<file path="src/rtl/barrel_pkg.sv">
// Shared constants and index helper for the pipelined barrel shifter.
package barrel_pkg;

  localparam logic DIR_LEFT    = 1'b0;
  localparam logic DIR_RIGHT   = 1'b1;
  localparam logic MODE_ROTATE = 1'b0;
  localparam logic MODE_SHIFT  = 1'b1;

  // Source element for one output element; zero set means zero-fill.
  typedef struct packed {
    logic        zero;
    logic [31:0] idx;
  } src_sel_t;

  // Output element j takes input element idx; wrap-around is zeroed in shift mode.
  function automatic src_sel_t src_index(input int unsigned j,
                                         input int unsigned amt,
                                         input logic        dir,
                                         input logic        mode,
                                         input int unsigned n);
    src_sel_t r;
    r.zero = 1'b0;
    r.idx  = '0;
    if (dir == DIR_LEFT) begin
      if (j >= amt) begin
        r.idx = j - amt;
      end else begin
        r.idx  = j + n - amt;
        r.zero = (mode == MODE_SHIFT);
      end
    end else begin
      if (j + amt < n) begin
        r.idx = j + amt;
      end else begin
        r.idx  = j + amt - n;
        r.zero = (mode == MODE_SHIFT);
      end
    end
    return r;
  endfunction

endpackage

</file>
<file path="src/rtl/barrel_shifter_pipe_if.sv">
// Valid/ready vector bus carrying per-vector shift control and a sideband tag.
interface barrel_shifter_pipe_if #(
  parameter int unsigned N         = 16,
  parameter int unsigned WIDTH     = 8,
  parameter int unsigned TAG_WIDTH = 4
);
  localparam int unsigned K = $clog2(N);

  logic                 valid;
  logic                 ready;
  logic [N*WIDTH-1:0]   data;
  logic [K-1:0]         shamt;
  logic                 dir;
  logic                 mode;
  logic [TAG_WIDTH-1:0] tag;

  modport master (output valid, data, shamt, dir, mode, tag, input ready);
  modport slave  (input valid, data, shamt, dir, mode, tag, output ready);
endinterface

</file>
<file path="src/rtl/barrel_shifter_stage.sv">
// One pipeline slice: conditionally shifts by 2**STAGE_NUM and registers the vector.
module barrel_shifter_stage
  import barrel_pkg::*;
#(
  parameter int unsigned N         = 16,
  parameter int unsigned WIDTH     = 8,
  parameter int unsigned TAG_WIDTH = 4,
  parameter int unsigned K         = 4,
  parameter int unsigned STAGE_NUM = 0
) (
  input  logic                 clk,
  input  logic                 reset,
  input  logic                 en,
  input  logic                 valid_i,
  input  logic [N*WIDTH-1:0]   data_i,
  input  logic [K-1:0]         shamt_i,
  input  logic                 dir_i,
  input  logic                 mode_i,
  input  logic [TAG_WIDTH-1:0] tag_i,
  output logic                 valid_q,
  output logic [N*WIDTH-1:0]   data_q,
  output logic [K-1:0]         shamt_q,
  output logic                 dir_q,
  output logic                 mode_q,
  output logic [TAG_WIDTH-1:0] tag_q
);

  localparam int unsigned IW  = $clog2(N);
  localparam int unsigned AMT = 2 ** STAGE_NUM;

  typedef logic [N-1:0][WIDTH-1:0] vec_t;

  vec_t                 in_vec;
  vec_t                 shifted_c;
  src_sel_t             sel;
  logic                 valid_d;
  logic [N*WIDTH-1:0]   data_d;
  logic [K-1:0]         shamt_d;
  logic                 dir_d;
  logic                 mode_d;
  logic [TAG_WIDTH-1:0] tag_d;

  // Element-wise move by AMT when this stage's shift-amount bit is set.
  always_comb begin
    in_vec    = data_i;
    shifted_c = in_vec;
    sel       = '0;
    if (shamt_i[STAGE_NUM]) begin
      for (int unsigned j = 0; j < N; j++) begin
        sel = src_index(j, AMT, dir_i, mode_i, N);
        shifted_c[IW'(j)] = sel.zero ? '0 : in_vec[IW'(sel.idx)];
      end
    end
  end

  // Load a new slice whenever this stage is ready; otherwise hold.
  always_comb begin
    valid_d = valid_q;
    data_d  = data_q;
    shamt_d = shamt_q;
    dir_d   = dir_q;
    mode_d  = mode_q;
    tag_d   = tag_q;
    if (en) begin
      valid_d = valid_i;
      data_d  = shifted_c;
      shamt_d = shamt_i;
      dir_d   = dir_i;
      mode_d  = mode_i;
      tag_d   = tag_i;
    end
  end

  // Slice register; reset discards whatever is in flight.
  always_ff @(posedge clk or posedge reset) begin
    if (reset) begin
      valid_q <= 1'b0;
      data_q  <= '0;
      shamt_q <= '0;
      dir_q   <= 1'b0;
      mode_q  <= 1'b0;
      tag_q   <= '0;
    end else begin
      valid_q <= valid_d;
      data_q  <= data_d;
      shamt_q <= shamt_d;
      dir_q   <= dir_d;
      mode_q  <= mode_d;
      tag_q   <= tag_d;
    end
  end

endmodule

</file>
<file path="src/rtl/barrel_shifter_pipe.sv">
// K-stage pipelined barrel shifter (rotate / logical shift, left / right) with backpressure.
module barrel_shifter_pipe
  import barrel_pkg::*;
#(
  parameter int unsigned N         = 16,
  parameter int unsigned WIDTH     = 8,
  parameter int unsigned TAG_WIDTH = 4
) (
  input  logic                  clk,
  input  logic                  reset,
  barrel_shifter_pipe_if.slave  in_if,
  barrel_shifter_pipe_if.master out_if
);

  localparam int unsigned K  = $clog2(N);
  localparam int unsigned DW = N * WIDTH;

  // Index 0 is the input bus, index k+1 is the register output of stage k.
  logic [K:0]                valid_s;
  logic [K:0][DW-1:0]        data_s;
  logic [K:0][K-1:0]         shamt_s;
  logic [K:0]                dir_s;
  logic [K:0]                mode_s;
  logic [K:0][TAG_WIDTH-1:0] tag_s;
  logic [K-1:0]              ready_c;

  assign valid_s[0] = in_if.valid;
  assign data_s[0]  = in_if.data;
  assign shamt_s[0] = in_if.shamt;
  assign dir_s[0]   = in_if.dir;
  assign mode_s[0]  = in_if.mode;
  assign tag_s[0]   = in_if.tag;

  for (genvar k = 0; k < K; k++) begin : g_stage
    // Unrolled ready chain: a stage can load if the consumer is ready or any slot downstream is empty.
    assign ready_c[k] = out_if.ready || !(&valid_s[K:k+1]);

    barrel_shifter_stage #(
      .N         (N),
      .WIDTH     (WIDTH),
      .TAG_WIDTH (TAG_WIDTH),
      .K         (K),
      .STAGE_NUM (k)
    ) u_stage (
      .clk     (clk),
      .reset   (reset),
      .en      (ready_c[k]),
      .valid_i (valid_s[k]),
      .data_i  (data_s[k]),
      .shamt_i (shamt_s[k]),
      .dir_i   (dir_s[k]),
      .mode_i  (mode_s[k]),
      .tag_i   (tag_s[k]),
      .valid_q (valid_s[k+1]),
      .data_q  (data_s[k+1]),
      .shamt_q (shamt_s[k+1]),
      .dir_q   (dir_s[k+1]),
      .mode_q  (mode_s[k+1]),
      .tag_q   (tag_s[k+1])
    );
  end

  assign in_if.ready  = ready_c[0];
  assign out_if.valid = valid_s[K];
  assign out_if.data  = data_s[K];
  assign out_if.shamt = shamt_s[K];
  assign out_if.dir   = dir_s[K];
  assign out_if.mode  = mode_s[K];
  assign out_if.tag   = tag_s[K];

endmodule
</file>
<file path="src/flat_wrapper.sv">
// flat-port wrapper written by rule: the top's interface ports become plain ports
module barrel_shifter_pipe_flat import barrel_pkg::*;
#(
  parameter int unsigned N         = 16,
  parameter int unsigned WIDTH     = 8,
  parameter int unsigned TAG_WIDTH = 4
)
  (clk, reset, in_if_valid, in_if_data, in_if_shamt, in_if_dir, in_if_mode, in_if_tag, in_if_ready, out_if_valid, out_if_data, out_if_shamt, out_if_dir, out_if_mode, out_if_tag, out_if_ready);
  barrel_shifter_pipe_if #(.N(N), .WIDTH(WIDTH), .TAG_WIDTH(TAG_WIDTH)) in_if_i ();
  barrel_shifter_pipe_if #(.N(N), .WIDTH(WIDTH), .TAG_WIDTH(TAG_WIDTH)) out_if_i ();
  input  logic clk;
  input  logic reset;
  input wire logic [$bits(in_if_i.valid)-1:0] in_if_valid;
  input wire logic [$bits(in_if_i.data)-1:0] in_if_data;
  input wire logic [$bits(in_if_i.shamt)-1:0] in_if_shamt;
  input wire logic [$bits(in_if_i.dir)-1:0] in_if_dir;
  input wire logic [$bits(in_if_i.mode)-1:0] in_if_mode;
  input wire logic [$bits(in_if_i.tag)-1:0] in_if_tag;
  output wire logic [$bits(in_if_i.ready)-1:0] in_if_ready;
  output wire logic [$bits(out_if_i.valid)-1:0] out_if_valid;
  output wire logic [$bits(out_if_i.data)-1:0] out_if_data;
  output wire logic [$bits(out_if_i.shamt)-1:0] out_if_shamt;
  output wire logic [$bits(out_if_i.dir)-1:0] out_if_dir;
  output wire logic [$bits(out_if_i.mode)-1:0] out_if_mode;
  output wire logic [$bits(out_if_i.tag)-1:0] out_if_tag;
  input wire logic [$bits(out_if_i.ready)-1:0] out_if_ready;
  assign in_if_i.valid = in_if_valid;
  assign in_if_i.data = in_if_data;
  assign in_if_i.shamt = in_if_shamt;
  assign in_if_i.dir = in_if_dir;
  assign in_if_i.mode = in_if_mode;
  assign in_if_i.tag = in_if_tag;
  assign in_if_ready = in_if_i.ready;
  assign out_if_valid = out_if_i.valid;
  assign out_if_data = out_if_i.data;
  assign out_if_shamt = out_if_i.shamt;
  assign out_if_dir = out_if_i.dir;
  assign out_if_mode = out_if_i.mode;
  assign out_if_tag = out_if_i.tag;
  assign out_if_i.ready = out_if_ready;
  barrel_shifter_pipe #(.N(N), .WIDTH(WIDTH), .TAG_WIDTH(TAG_WIDTH)) u_core (.clk(clk), .reset(reset), .in_if(in_if_i), .out_if(out_if_i));
endmodule
</file>
<file path="config.mk">
export PLATFORM = sky130hd
export DESIGN_NAME = barrel_shifter_pipe_flat
export DESIGN_NICKNAME = d
export VERILOG_FILES = /design/src/rtl/barrel_pkg.sv /design/src/rtl/barrel_shifter_pipe_if.sv /design/src/rtl/barrel_shifter_stage.sv /design/src/rtl/barrel_shifter_pipe.sv /design/src/flat_wrapper.sv
export SDC_FILE = /design/constraint.sdc
export NUM_CORES = 2
export LEC_CHECK = 0
export ABC_AREA = 1
export CAP_MARGIN = 20
export CELL_PAD_IN_SITES_DETAIL_PLACEMENT = 0
export CELL_PAD_IN_SITES_GLOBAL_PLACEMENT = 1
export CORE_AREA = 10 10 300 375
export DETAILED_ROUTE_END_ITERATION = 10
export DIE_AREA = 0 0 310 385
export PLACE_DENSITY_LB_ADDON = 0.12
export SYNTH_ARGS = -nofsm -noshare
export SYNTH_HDL_FRONTEND = slang
export SYNTH_SLANG_ARGS = --single-unit
</file>
<file path="constraint.sdc">
create_clock -name clk -period 20 [get_ports clk]
set_clock_uncertainty 0.1 [all_clocks]
set_input_delay 3 -clock clk [delete_from_list [all_inputs] [get_ports clk]]
set_output_delay 3 -clock clk [all_outputs]
set_load 0.005 [all_outputs]
</file>
==> run_results.csv <==
group,metric,value,unit
die,design.portCount,282,
drt,totalWireLength,132,mm
sta,setup_viol,0,
placed_design,placed_area,33900,um2
final_layout,final_cells,5874,
drt,wl_per_cell,22.5,um
clock_network,clkSinkCount,556,
global_route,grt_pass1_vias,28000,
sta,maxSlewHeadroom,21.5,%
setup_path,cp_max_fo,79,
clock_network,worstSkewPairLatency,0.66,ns
setup_path,end_kind,"output pin",
setup_path,path_class,"primary input to output pin",
die,start_util,29.8,%
setup_path,crit_chain,"clkdlybuf4s50_1, nor2_4, nand2_4, buf_4, clkdlybuf4s50_1",
yosys,ys_seq_elements,556,
sta,worst_slew_pin_slew,1.18,ns
yosys,synthCells,4535,
sta,holdWs,0.361,ns
final_layout,syn_to_final_growth,14.9,%
placed_design,gp_congestion,0.878,
global_route,grt_pass1_wl,195,mm
clock_network,htree_levels,2,
sta,setup_tns,0,ns
drt,drt-pass1-iter-count,5,
global_route,antenna_found_initial,4,
clock_network,cts_tree,"done",
run,max_cap_violations,0,
pwr,p_per_area,117,nW/um2
sta,fin_crit_sh,41.9,%
final_layout,mostFrequentLayoutCell,"nand2_1",
setup_path,cp_slowest_stage_delay,0.74,ns
sta,min_period,8.38,ns
setup_path,crit_slowest_cell,"clkdlybuf4s50_1",
run_status,status,"finished clean",
placed_design,place_ws,11.61,ns
global_route,grt_usage,21.6,%
die,die-area,119000,um2
final_layout,nets,4617,
die,die_y,385,um
clock_network,clockRootBuffer,"clkbuf_16",
clock_network,cts_hold_buf,0,
setup_path,cp_data_required_time,16.90,ns
global_route,grt-ovfl-total,0,
drt,drc,0,
clock_network,cts_resized,0,
yosys,synth_top_cell_area_share,44.5,%
drt,vias_per_cell,4.96,
placed_design,dp_cells,5762,
clock_network,clk_pin_slew,0.06,ns
die,rows,133,
yosys,synth_cell_types,18,
pwr,power,4.19,mW
worst_hold_path,min_path_type,"register to register",
yosys,syn_area_per_cell,6.90,um2
final_layout,antenna_cells,0,
clock_network,cts_setup_buffers,0,
sta,setup_slack,11.62,ns
pwr,peakVddDrop,79.1,uV
setup_path,critPathTopFamily,"buffers and inverters",
setup_path,arrival,5.28,ns
placed_design,dp_hpwl,94.7,mm
final_layout,post-route-cell-area,35900,um2
drt,ant_nets,0,
final_layout,final_layout_size_suffix_gt1_share,6.41,%
yosys,yosys.area.top_type,"dfrtp_1",
drt,dr_total_vias,29200,
yosys,yosysSeqAreaShare,44.5,%
final_layout,final_util,34.3,%
sta,finalHoldViolCount,0,
sta,rsz0062_at_grt,"no",
drt,drt_iter0_markers,2511,
pwr,power.leakage,17.6,nW
final_layout,final_cell_mix,"2007 x nand2_1, 821 x nand3_1, 552 x dfrtp_1, 279 x clkdlybuf4s50_1, 209 x o21ai_0",
setup_path,cp.buffers_inverters,3,
yosys,syn-cell-area,31300,um2
clock_network,cts_made_buffers,61,
yosys,synthTopCellsByArea,"dfrtp_1 44%, nand2_1 24%, nand3_1 13%",
placed_design,port_buffers,281,
sta,drv_slew,0,
yosys,ys_warn_count,0,
die,die_w,310,um
final_layout,fill_cells,11600,
setup_path,cpMostUsedCell,"clkdlybuf4s50_1",
global_route,grt_max_degree,133,
sta,clock.fmax,119,MHz
clock_network,cts_buffer_depth,3,
yosys,syn_nets,4677,
setup_path,startpoint_type,"primary input",
die,fp.coreArea,105000,um2
-- power by group --
group          internal [mW]  leakage [nW]  switching, mW
sequential              1.44          6.79          0.383
combinational          0.488          9.78          0.708
clock                  0.681          1.03          0.499
total                   2.61          17.6           1.59
-- worst min-delay path, delay by kind of cell (launching register included) --
kind | cells | cell delay, ns
compound gates | 1 | 0.06
simple gates | 1 | 0.05
flops | 1 | 0.34
-- per-layer routing --
metal | GRT usage [%] | up-vias | part of all wire, %
li1 | - | 14200 | -
met1 | 30.1 | 14200 | 47
met2 | 34.9 | 618 | 46
met3 | 2.88 | 118 | 4.3
met4 | 5.21 | 6 | 2.3
met5 | 0 | - | 0.027
-- logic make-up after synthesis --
| group | Yosys count | synth area share (%) |
|---|---|---|
| compound gates | 278 | 4.66 |
| buf+inv | 638 | 9.87 |
| flops | 556 | 44.5 |
| simple gates | 3063 | 41.0 |
-- Yosys cell counts --
master    instances
a21oi_1          19
a21oi_2           3
a31oi_1          44
buf_1            37
buf_2           121
buf_4           144
clkbuf_1        149
dfrtp_1         556
inv_1           182
inv_2             5
nand2_1        2009
nand2_2           1
nand3_1         822
nor2_1          114
nor2_2            2
o21ai_0         209
o21ai_1           3
or2_2           115
-- registers in the layout, summed over array words and instances (netlist names) --
signal and flops:
u_core.g_stage.u_stage.shamt_q 16, u_core.g_stage.u_stage.data_q 512, u_core.g_stage.u_stage.dir_q 4, u_core.g_stage.u_stage.mode_q 4
u_core.g_stage.u_stage.valid_q 4, u_core.g_stage.u_stage.tag_q 16
-- layout make-up --
type                       instances  area [um2]  share of cell area, %
sequential                       556       13900                   38.7
clock inverter                    15         184                  0.512
multi-input combinational       3341       14400                   40.0
clock buffer                      97        1880                   5.24
tap                             1350        1690                   4.70
timing repair buffer             328        3160                   8.79
inverter                         187         714                   1.99
-- worst paths after layout --
| path | startpoint | slack (ns) | cells after the start | endpoint |
|---|---|---|---|---|
| max | out_if_ready | 11.62 | 5 | in_if_ready |
| max reg2reg | u_core.g_stage[3].u_stage.valid_q | 16.46 | 8 | u_core.g_stage[0].u_stage.data_q[64] |
| min | u_core.g_stage[1].u_stage.tag_q[0] | 0.36 | 2 | u_core.g_stage[2].u_stage.tag_q[0] |
| min in group asynchronous | reset | 2.79 | 2 | u_core.g_stage[3].u_stage.data_q[98] |
| min reg2reg | u_core.g_stage[1].u_stage.tag_q[0] | 0.36 | 2 | u_core.g_stage[2].u_stage.tag_q[0] |
| max in group asynchronous | reset | 14.06 | 5 | u_core.g_stage[0].u_stage.data_q[38] |
(Power assumes the default switching activity.)
